### src/rtl/hazard_stall_unit_pkg.sv
// Shared constants for the hazard/stall unit: RV32I major opcodes, FSM
// state encodings and the register index that ECALL reads its code from.
package hazard_stall_unit_pkg;

  localparam logic [6:0] OP_LOAD           = 7'b0000011;
  localparam logic [6:0] OP_STORE          = 7'b0100011;
  localparam logic [6:0] OP_ARITHMETIC     = 7'b0110011;
  localparam logic [6:0] OP_ARITHMETIC_IMM = 7'b0010011;
  localparam logic [6:0] OP_BRANCH         = 7'b1100011;
  localparam logic [6:0] OP_JAL            = 7'b1101111;
  localparam logic [6:0] OP_JALR           = 7'b1100111;
  localparam logic [6:0] OP_LUI            = 7'b0110111;
  localparam logic [6:0] OP_AUIPC          = 7'b0010111;
  localparam logic [6:0] OP_ECALL          = 7'b1110011;

  // ECALL takes its service code from a7
  localparam logic [4:0] REG_X17 = 5'd17;

  typedef enum logic [1:0] {
    ST_RUN    = 2'd0,
    ST_DRAIN  = 2'd1,
    ST_HALTED = 2'd2
  } state_e;

endpackage

### src/rtl/hazard_stall_unit_hazard_detect.sv
// Combinational hazard detection: load-use against ID/EX and ECALL
// dependences on x17 that forwarding from MEM/WB cannot yet cover.
module hazard_stall_unit_hazard_detect
  import hazard_stall_unit_pkg::*;
(
  input  logic       i_id_valid,
  input  logic [6:0] i_id_opcode,
  input  logic [4:0] i_id_rs1,
  input  logic [4:0] i_id_rs2,
  input  logic [4:0] i_id_ex_rd,
  input  logic       i_id_ex_mem_read,
  input  logic       i_id_ex_write_enable,
  input  logic [4:0] i_ex_mem_rd,
  input  logic       i_ex_mem_mem_read,
  output logic       o_load_use,
  output logic       o_ecall_haz
);

  logic w_is_ecall;
  logic w_use_rs1;
  logic w_use_rs2;
  logic w_rs1_match;
  logic w_rs2_match;

  always_comb begin
    w_is_ecall = (i_id_opcode == OP_ECALL);
    // ECALL's rs fields are not operands; its only dependence is x17
    w_use_rs1  = !(i_id_opcode inside {OP_LUI, OP_AUIPC, OP_JAL}) && !w_is_ecall;
    w_use_rs2  = (i_id_opcode inside {OP_ARITHMETIC, OP_STORE, OP_BRANCH});

    w_rs1_match = w_use_rs1 && (i_id_rs1 == i_id_ex_rd);
    w_rs2_match = w_use_rs2 && (i_id_rs2 == i_id_ex_rd);

    o_load_use  = i_id_valid && i_id_ex_mem_read && (i_id_ex_rd != 5'd0) &&
                  (w_rs1_match || w_rs2_match);

    o_ecall_haz = i_id_valid && w_is_ecall &&
                  ((i_id_ex_write_enable && (i_id_ex_rd == REG_X17)) ||
                   (i_ex_mem_mem_read && (i_ex_mem_rd == REG_X17)));
  end

endmodule

### src/rtl/hazard_stall_unit.sv
// Stall producer for the pipeline: bubbles on hazards, sequences the ECALL
// halt (drain then freeze) and counts hazard-stall cycles.
module hazard_stall_unit
  import hazard_stall_unit_pkg::*;
#(
  parameter int          DRAIN_CYCLES = 3,
  parameter int          CNT_W        = 32,
  parameter logic [31:0] HALT_CODE    = 32'd10
) (
  input  logic             clk,
  input  logic             reset,
  input  logic             id_valid,
  input  logic [6:0]       id_opcode,
  input  logic [4:0]       id_rs1,
  input  logic [4:0]       id_rs2,
  input  logic [4:0]       id_ex_rd,
  input  logic             id_ex_mem_read,
  input  logic             id_ex_write_enable,
  input  logic [4:0]       ex_mem_rd,
  input  logic             ex_mem_mem_read,
  input  logic [31:0]      ecall_x17,
  output logic             is_stall,
  output logic             pc_write,
  output logic             if_id_write,
  output logic             is_halted,
  output logic [CNT_W-1:0] stall_count,
  output state_e           o_dbg_state
);

  localparam int DW = $clog2(DRAIN_CYCLES + 1);
  localparam logic [DW-1:0] DRAIN_LOAD = DW'(DRAIN_CYCLES - 1);

  state_e           r_state;
  state_e           w_next_state;
  logic [DW-1:0]    r_drain_cnt;
  logic [DW-1:0]    w_next_drain_cnt;
  logic             r_is_halted;
  logic [CNT_W-1:0] r_stall_count;

  logic w_load_use;
  logic w_ecall_haz;
  logic w_hazard;
  logic w_halt_req;

  hazard_stall_unit_hazard_detect u_detect (
    .i_id_valid           (id_valid),
    .i_id_opcode          (id_opcode),
    .i_id_rs1             (id_rs1),
    .i_id_rs2             (id_rs2),
    .i_id_ex_rd           (id_ex_rd),
    .i_id_ex_mem_read     (id_ex_mem_read),
    .i_id_ex_write_enable (id_ex_write_enable),
    .i_ex_mem_rd          (ex_mem_rd),
    .i_ex_mem_mem_read    (ex_mem_mem_read),
    .o_load_use           (w_load_use),
    .o_ecall_haz          (w_ecall_haz)
  );

  // A halting ECALL is only recognised once it is hazard-free, so the
  // x17 value it compares is the correctly forwarded one.
  assign w_hazard   = w_load_use || w_ecall_haz;
  assign w_halt_req = !w_hazard && id_valid && (id_opcode == OP_ECALL) &&
                      (ecall_x17 == HALT_CODE);

  always_ff @(posedge clk) begin
    if (!reset) begin
      r_state     <= ST_RUN;
      r_drain_cnt <= '0;
      r_is_halted <= 1'b0;
    end else begin
      r_state     <= w_next_state;
      r_drain_cnt <= w_next_drain_cnt;
      r_is_halted <= (w_next_state == ST_HALTED);
    end
  end

  always_comb begin
    w_next_state     = r_state;
    w_next_drain_cnt = r_drain_cnt;
    case (r_state)
      ST_RUN: begin
        if (w_halt_req) begin
          w_next_state     = ST_DRAIN;
          w_next_drain_cnt = DRAIN_LOAD;
        end
      end
      ST_DRAIN: begin
        if (r_drain_cnt == '0) w_next_state = ST_HALTED;
        else                   w_next_drain_cnt = r_drain_cnt - 1'b1;
      end
      ST_HALTED: w_next_state = ST_HALTED;
      default:   w_next_state = ST_RUN;
    endcase
  end

  // While reset is held the outputs obey RUN rules regardless of state.
  always_comb begin
    is_stall    = 1'b0;
    pc_write    = 1'b1;
    if_id_write = 1'b1;
    if (!reset || (r_state == ST_RUN)) begin
      is_stall    = w_hazard;
      pc_write    = !w_hazard && !w_halt_req;
      if_id_write = !w_hazard && !w_halt_req;
    end else begin
      is_stall    = 1'b1;
      pc_write    = 1'b0;
      if_id_write = 1'b0;
    end
  end

  always_ff @(posedge clk) begin
    if (!reset) begin
      r_stall_count <= '0;
    end else if ((r_state == ST_RUN) && w_hazard &&
                 (r_stall_count != {CNT_W{1'b1}})) begin
      r_stall_count <= r_stall_count + 1'b1;
    end
  end

  assign is_halted   = r_is_halted;
  assign stall_count = r_stall_count;
  assign o_dbg_state = r_state;

endmodule

### config.mk
export PLATFORM = sky130hd
export DESIGN_NAME = hazard_stall_unit
export DESIGN_NICKNAME = d
export VERILOG_FILES = /design/src/rtl/hazard_stall_unit_pkg.sv /design/src/rtl/hazard_stall_unit_hazard_detect.sv /design/src/rtl/hazard_stall_unit.sv
export SDC_FILE = /design/constraint.sdc
export NUM_CORES = 1
export LEC_CHECK = 0
export BUFFER_PORTS_ARGS = -buffer_cell sky130_fd_sc_hd__buf_2
export CAP_MARGIN = 20
export CORE_MARGIN = 5
export CORE_UTILIZATION = 45
export DETAILED_ROUTE_END_ITERATION = 6
export PLACE_DENSITY = 0.84
export SLEW_MARGIN = 15
export SYNTH_ARGS = -nofsm -noshare
export SYNTH_HDL_FRONTEND = slang
export SYNTH_SLANG_ARGS = --single-unit
### constraint.sdc
create_clock -name clk -period 2.27 [get_ports clk]
set_input_delay 0.1135 -clock clk [delete_from_list [all_inputs] [get_ports clk]]
set_output_delay 0.1135 -clock clk [all_outputs]
set_load 0.02 [all_outputs]
==> results of run 1 <==
-- final timing paths --
path              startpoint         endpoint  slack (ns)  cells past startpoint
max          stall_count[11]  stall_count[24]        0.24                      6
min                    reset   o_dbg_state[1]        0.14                      2
max reg2reg  stall_count[11]  stall_count[24]        0.24                      6
min reg2reg  stall_count[26]  stall_count[26]        0.49                      2
-- where the power goes --
part | internal [uW] | switching (uW) | leakage (uW)
sequential | 648 | 0.283 | 0.000298
combinational | 69.3 | 67.1 | 0.000884
clock | 357 | 246 | 0.0000574
-- flip-flops by register name (all words and copies together), names as in the netlist --
name         cells
stall_count     32
o_dbg_state      2
r_drain_cnt      2
is_halted        1
-- layout by cell type, fill, tap and decap left out, types with 3 or more instances in the layout --
master / count
a21oi_1: 6
and3_1: 6
buf_2: 102
buf_4: 4
clkbuf_8: 6
dfxtp_1: 37
inv_1: 3
mux2i_1: 24
nand2_1: 46
nand2b_1: 31
nand3_1: 15
nand4_1: 13
nor2_1: 9
nor3_1: 3
nor4_1: 23
nor4_2: 6
o311ai_0: 7
o41ai_1: 8
xnor2_1: 6
xor2_1: 4
-- cell families (layout without fill, tap and decap cells) --
| kind of cell | Yosys count | in the layout | synth area share |
|---|---|---|---|
| flip-flops | 37 | 37 | 0.304 |
| AO/OA/AOI/OAI | 30 | 30 | 0.104 |
| XOR/XNOR | 10 | 10 | 0.0360 |
| buffers and inverters | 23 | 119 | 0.0488 |
| multiplexers | 24 | 24 | 0.0987 |
| adder cells (fa/ha/maj) | 2 | 2 | 0.0103 |
| AND/OR/NAND/NOR | 168 | 168 | 0.398 |
-- routing by layer --
layer  share of wire  track usage  vias to the layer above
li1                -            -                     1290
met1            0.42        0.220                     1200
met2            0.51        0.352                       70
met3           0.057       0.0474                        8
met4           0.013       0.0512                        0
met5               0            0                        -
-- worst max-delay path, delay by kind of cell, from the launching register on --
kind	cells	cell delay, ns
DFF	1	0.43
AOI/OAI and AO/OA	2	0.40
and+or+nand+nor	4	1.06
-- final cells by class --
| cell class | instances | area [um2] | share of cell area |
|---|---|---|---|
| inverter | 3 | 11.3 | 0.00361 |
| tap | 70 | 87.6 | 0.0281 |
| clock buffer | 6 | 82.6 | 0.0265 |
| clock inverter | 2 | 37.5 | 0.0120 |
| timing repair buffer | 108 | 581 | 0.186 |
| multi-input combinational | 234 | 1580 | 0.506 |
| sequential | 37 | 741 | 0.238 |
-- per-stage QoR --
step,cells,cell area (um2)
3_5_place_dp,452,3000
4_1_cts,460,3120
5_1_grt,460,3120
6_report,460,3120
2_1_floorplan,294,2430
3_3_place_gp,452,3000
==> metrics.yaml, run 1 <==
run_status:
  outcome: "completed"
sta:
  tightest_slew_ns: 0.417
  skew_ns: 0.00767
  fin_ws_ns: 0.241
  hold_violations: 0
  max_freq_ghz: 0.493
  whs_ns: 0.141
  finalCritPeriodShare: 0.894
  drv_slew: 0
  fin_setup_tns_ns: 0
  rsz0062_at_grt: "false"
  slew_headroom: 0.720
  period_minus_slack_ns: 2.03
  finalSetupViolations: 0
critical_path:
  endpoint_kind: "flop"
  startpoint_type: "flop"
  crit_fanout: 10
  cp_cell_sequence: "nand4_1, nor2_1, nand3_2, or3_4, o311ai_1, o41ai_1"
  arrival_ns: 2.19
  cpMaxStageDelayCell: "or3_4"
  required_ns: 2.43
  max_stage_delay_ns: 0.47
  path_class: "flop to flop"
layout:
  nets: 456
  nFillCells: 469
  drive_above_1_share: 0.333
  antenna_cells: 0
  post-route-util: 0.603
  syn_to_final_growth_pct: 28.1
floorplanning:
  dieArea_um2: 6980
  io_pins: 103
  rows: 26
  start_util: 0.470
  die_y_um: 83.5
  die_w_um: 83.5
  coreArea_um2: 5170
yosys:
  synth_top_area_share: 0.304
  synth_cell_types: 44
  synth_area_leaders: "dfxtp_1 30%, mux2i_1 9.9%, nand2b_1 8.0%"
  synth_edf_count: 0
  synth_top_flop_cell: "dfxtp_1"
  yosysMostFrequentCell: "nand2_1"
  syn_avg_cell_area_um2: 8.28
  synthCells: 294
  syn-cell-area_um2: 2430
  syn-num-nets: 361
  synth_warnings: 0
  synthArstFlopShare: 0
  ys_seq_area_frac: 0.304
  synth_largest_area_cell: "dfxtp_1"
  yosys_register_bits: 37
  synth_commonest_cells: "46 x nand2_1, 37 x dfxtp_1, 31 x nand2b_1, 24 x mux2i_1, 23 x nor4_1"
routing:
  drt_iter0_drc: 178
  drcViolationCount: 0
  ant_nets: 0
  detail_route.wl_per_cell_um: 14.7
  dr.pass1.iters: 4
  via_per_inst: 5.58
  num_vias: 2568
  wl_um: 6760
grt:
  grt_pass1_wl_um: 11500
  overflow: 0
  grt_max_degree: 45
  first_global_vias: 2462
  antenna_found_initial: 0
  grt_usage: 0.192
clocking:
  clock-sinks: 37
  cts_inserted_buffers: 5
  cts.repair.resized: 0
  cts_buffer_depth: 2
  postCtsSetupBuffers: 0
  clk_pin_slew_ns: 0.08
  clock_latency_ns: 0.29
  htree_levels: 2
  cts_tree: "done"
  hold_buffers: 0
  cts-root-buf: "clkbuf_8"
placement:
  gp_congestion: 0.905
  port_buffers: 102
  post-place-ws_ns: 0.263
  dp_hpwl_um: 5100
power:
  leakage_uw: 0.00124
  total_power_uw: 1390
  ir_drop_v: 0.000450
  power_density_nw_per_um2: 445
flow_run:
  max_cap_viol_count: 0
min_path:
  hold_path.class: "input port to flop"
Power figures use the tool's default switching activity.
==> run 2, diff against run 1 <==
--- a/config.mk
+++ b/config.mk
@@ -10,7 +10,7 @@
 export CORE_MARGIN = 5
 export CORE_UTILIZATION = 45
 export DETAILED_ROUTE_END_ITERATION = 6
-export PLACE_DENSITY = 0.84
+export PLACE_DENSITY = 0.86
 export SLEW_MARGIN = 15
 export SYNTH_ARGS = -nofsm -noshare
 export SYNTH_HDL_FRONTEND = slang
==> run 2 against run 1 <==
Combinational power hardly changed. Power is 9.6% lower. Worst hold slack better by 0.14 ns. Die area stayed put. Maximum frequency is 1.6% higher. Setup slack better by 0.033 ns. Critical path type unchanged.
==> metrics.yaml, run 2 (synthesis results as in run 1) <==
power:
  p_int_uw: 959
  sw_frac_of_total: 0.236
  leakage_uw: 0.00123
  total_power_uw: 1260
  power_density_nw_per_um2: 406
  ir_drop_v: 0.000334
  combPwrFrac: 0.110
  switching_power_uw: 296
  pwr-share-seq: 0.517
  pwr-share-clk: 0.372
sta:
  drv_slew: 0
  finalSetupViolations: 0
  tightest_slew_ns: 0.617
  period_minus_slack_ns: 2.00
  skew_ns: 0.00837
  hold_violations: 0
  whs_ns: 0.282
  fin_ws_ns: 0.274
  max_freq_ghz: 0.501
  finalCritPeriodShare: 0.879
  rsz0062_at_grt: "false"
  slew_headroom: 0.589
  fin_setup_tns_ns: 0
clocking:
  clock-sinks: 37
  clk_pin_slew_ns: 0.07
  htree_levels: 2
  clock_latency_ns: 0.29
  postCtsSetupBuffers: 0
  cts.repair.resized: 0
  hold_buffers: 0
  cts-root-buf: "clkbuf_8"
  cts_buffer_depth: 2
  cts_inserted_buffers: 5
  cts_tree: "done"
routing:
  dr.pass1.iters: 4
  num_vias: 2570
  drcViolationCount: 0
  drt_iter0_drc: 186
  ant_nets: 0
  wl_um: 6500
  via_per_inst: 5.60
  detail_route.wl_per_cell_um: 14.2
floorplanning:
  rows: 26
  coreArea_um2: 5170
  io_pins: 103
  dieArea_um2: 6980
  die_y_um: 83.5
  die_w_um: 83.5
  start_util: 0.470
placement:
  port_buffers: 102
  post-place-ws_ns: 0.198
  placed_cell_area_um2: 3000
  dp_hpwl_um: 4890
  gp_congestion: 0.876
layout:
  syn_to_final_growth_pct: 27.2
  layout_commonest_cell: "buf_2"
  design_area_um2: 3100
  drive_above_1_share: 0.332
  largest_reg_flops: 32
  antenna_cells: 0
  nets: 456
  regArea_um2: 741
  nFillCells: 444
  mostFrequentLayoutCells: "102 x buf_2, 46 x nand2_1, 37 x dfxtp_1"
  multiInputGateArea_um2: 1590
grt:
  antenna_found_initial: 0
  overflow: 0
  grt_max_degree: 43
  grt_usage: 0.182
  grt_pass1_wl_um: 11000
  first_global_vias: 2374
critical_path:
  r2r-end: "stall_count[7]"
  endpoint_kind: "flop"
  arrival_ns: 2.22
  path_class: "flop to flop"
  rrSetupSlack_ns: 0.27
  r2r_cells: 8
  crit_fanout: 18
  timing.rr.start: "stall_count[0]"
  startpoint_type: "flop"
  required_ns: 2.49
min_path:
  whs_path_depth: 6
  hold_path.class: "input port to flop"
  min_to: "o_dbg_state[0]"
  min_from: "ecall_x17[17]"
run_status:
  outcome: "completed"
flow_run:
  max_cap_viol_count: 0
## run 2: cell count changes in the layout (fill, tap and decap cells not counted), sizes merged
cell    before  now
bufinv       1    0
## run 2: worst max path at each step
stage,end,slack (ns),startpoint,cells after the start
global placement,stall_count[7],0.26,id_opcode[3],8
floorplan,pc_write,0.12,id_opcode[3],8
finish,stall_count[7],0.27,stall_count[0],8
detailed placement,stall_count[7],0.20,id_opcode[3],8
global route,stall_count[24],0.06,stall_count[11],6
CTS,stall_count[7],0.27,stall_count[0],8
## run 2: final cells by class
cell class                      count  area share
Clock inverter                      1     0.00243
Clock buffer                        6      0.0267
Tap cell                           70      0.0283
Inverter                            3     0.00364
Sequential cell                    37       0.239
Multi-Input combinational cell    234       0.512
Timing Repair Buffer              108       0.188
## run 2: metal layers
layer  global-route usage  vias up  wire length [um]
li1                     -     1282                 -
met1                0.230     1179              2700
met2                0.308      102              3170
met3               0.0513        7               559
met4               0.0439        0                69
met5                    0        -                 0
## run 2: worst max-delay path: stages (launching register included)
cell,delay [ns]
dfxtp_1,0.36
ha_1,0.24
and2_1,0.19
and3_1,0.16
nand4_1,0.10
o21ai_2,0.06
buf_4,0.19
nor4_1,0.39
mux2i_1,0.23
## run 2: per-stage QoR
stage / std cells / utilization
2_1_floorplan: 294 / -
6_report: 459 / 0.598
5_1_grt: 459 / 0.598
3_5_place_dp: 452 / 0.580
3_3_place_gp: 452 / 0.580
4_1_cts: 459 / 0.597
## run 2: power groups by stage
stage                     Sequential (uW)  Clock (uW)  Combinational, uW
final                                 649         468                139
after global routing                  649         513                153
after CTS                             649         475                138
after detailed placement              664           0                137
after global placement                664           0                133
after floorplan                       664           0               63.9
==> run 3, diff against run 2 <==
--- a/config.mk
+++ b/config.mk
@@ -8,9 +8,9 @@
 export BUFFER_PORTS_ARGS = -buffer_cell sky130_fd_sc_hd__buf_2
 export CAP_MARGIN = 20
 export CORE_MARGIN = 5
-export CORE_UTILIZATION = 45
+export CORE_UTILIZATION = 44
 export DETAILED_ROUTE_END_ITERATION = 6
-export PLACE_DENSITY = 0.86
+export PLACE_DENSITY = 0.87
 export SLEW_MARGIN = 15
 export SYNTH_ARGS = -nofsm -noshare
 export SYNTH_HDL_FRONTEND = slang
==> constraint.sdc (replaced) <==
create_clock -name clk -period 1.63 [get_ports clk]
set_input_delay 0.0815 -clock clk [delete_from_list [all_inputs] [get_ports clk]]
set_output_delay 0.0815 -clock clk [all_outputs]
set_load 0.02 [all_outputs]
==> run 3 against run 2 <==
The flow now finishes with violations (setup timing). Worst hold slack lost 0.16 ns. Maximum frequency is essentially flat. Combinational power grew 74%. Critical endpoint is now stall_count[10]. Largest cell class unchanged.
==> metrics.yaml, run 3 (synthesis results as in run 1) <==
floorplanning:
  coreArea_um2: 5440
  dieArea_um2: 7120
  die_w_um: 84.4
  io_pins: 103
  start_util: 0.447
  rows: 27
  die_y_um: 84.4
critical_path:
  rrSetupSlack_ns: -0.37
  timing.rr.start: "stall_count[1]"
  cpMaxStageDelayCell: "o311ai_1"
  r2r-end: "stall_count[10]"
  path_class: "flop to flop"
  cp_cell_sequence: "ha_4, and2_4, and3_1, nand4_1, o21ai_4, clkbuf_16, o311ai_1, o41ai_1"
  arrival_ns: 2.17
  required_ns: 1.80
  crit_fanout: 11
  critical_path_buf_inv_count: 1
  r2r_cells: 8
  endpoint_kind: "flop"
  max_stage_delay_ns: 0.39
  startpoint_type: "flop"
  cp_top_family: "compound AO/OA/AOI/OAI gates"
clocking:
  cts-root-buf: "clkbuf_8"
  cts_inserted_buffers: 5
  clock_latency_ns: 0.31
  clock-sinks: 37
  cts_buffer_depth: 2
  cts_tree: "done"
  clk_pin_slew_ns: 0.08
  htree_levels: 2
min_path:
  hold_path.class: "input port to flop"
  whs_path_depth: 3
  min_to: "r_drain_cnt[1]"
  min_from: "reset"
power:
  power_density_nw_per_um2: 445
  p_int_uw: 1320
  switching_power_uw: 479
  leakage_uw: 0.00160
  pwr-share-clk: 0.365
  combPwrFrac: 0.135
  sw_frac_of_total: 0.267
  pwr-share-seq: 0.501
  ir_drop_v: 0.000509
sta:
  fin_setup_tns_ns: -6.09
  max_freq_ghz: 0.501
  whs_ns: 0.119
  tightest_slew_ns: 0.378
  slew_headroom: 0.744
  fin_ws_ns: -0.366
  finalSetupViolations: 34
  hold_violations: 0
  period_minus_slack_ns: 2.00
  skew_ns: 0.0108
  finalCritPeriodShare: 1.22
  rsz0062_at_grt: "true"
  drv_slew: 0
routing:
  detail_route.wl_per_cell_um: 18.9
  via_per_inst: 5.95
  ant_nets: 0
  dr.pass1.iters: 5
  num_vias: 3078
  drt_iter0_drc: 237
  wl_um: 9750
  drcViolationCount: 0
placement:
  post-place-ws_ns: -0.304
  gp_congestion: 0.899
  port_buffers: 102
  dp_hpwl_um: 6110
layout:
  drive_above_1_share: 0.519
  nFillCells: 372
  antenna_cells: 0
  syn_to_final_growth_pct: 65.9
  layout_commonest_cell: "buf_2"
  largest_reg_flops: 32
  nets: 511
  mostFrequentLayoutCells: "96 x buf_2, 53 x buf_4, 45 x nand2_1"
flow_run:
  max_cap_viol_count: 0
grt:
  grt_pass1_wl_um: 14600
  first_global_vias: 2992
  antenna_found_initial: 0
  overflow: 0
  grt_usage: 0.251
  grt_max_degree: 29
run_status:
  outcome: "complete, but fails checks"
  violations: "setup timing"
## run 3: routing by layer
metal | track usage | vias up | part of all wire | routed length [um]
met5 | 0 | - | 0 | 0
met4 | 0.0791 | 0 | 0.027 | 267
met3 | 0.0628 | 28 | 0.094 | 919
met2 | 0.472 | 189 | 0.52 | 5040
met1 | 0.273 | 1466 | 0.36 | 3520
li1 | - | 1395 | - | -
## run 3: worst max-delay path by stage
| stage | from | to | slack, ns | cells after the start |
|---|---|---|---|---|
| after CTS | stall_count[1] | stall_count[14] | -0.15 | 8 |
| after detailed placement | id_ex_rd[1] | stall_count[7] | -0.30 | 8 |
| after global routing | stall_count[1] | stall_count[10] | -0.38 | 8 |
| after global placement | id_opcode[3] | stall_count[29] | -0.26 | 8 |
| after floorplan | stall_count[1] | stall_count[24] | -0.22 | 10 |
| final | stall_count[1] | stall_count[10] | -0.37 | 8 |
## run 3: what timing repair did
action	CTS	global route
resized for setup	41	18
buffers inserted	4	0
hold buffers	0	0
pin swaps	8	5
endpoints found under the setup margin	35	38
cloned	2	2
## run 3: tightest hold or removal path, cell delays in order
cell and delay (ns):
buf_2 0.17, nand2_1 0.08, nand2_1 0.05
## run 3: layout make-up
class                   instances  area (um2)  share of cell area
multi-input cells             234        1960               0.485
clock inverters                 2        10.0             0.00248
inverters                       3        11.3             0.00279
repair buffers                163        1130               0.280
clock buffers                   6        72.6              0.0180
well taps                      72        90.1              0.0223
flip-flops and latches         37         763               0.189
## run 3: per-stage QoR
step	power [uW]	std cells	instance area, um2	util
after floorplan	1010	294	2550	-
after global placement	1120	501	3460	0.636
after detailed placement	1130	501	3460	0.636
after CTS	1780	515	3900	0.717
after global routing	1880	517	4040	0.742
final	1800	517	4040	0.742
## run 3: power groups by stage
| stage | clock (uW) | sequential [uW] | combinational [uW] |
|---|---|---|---|
| 2_1_floorplan | 0 | 922 | 90.4 |
| 3_3_place_gp | 0 | 921 | 199 |
| 3_5_place_dp | 0 | 921 | 204 |
| 4_1_cts | 650 | 900 | 230 |
| 5_1_grt | 721 | 900 | 260 |
| 6_report | 655 | 900 | 242 |
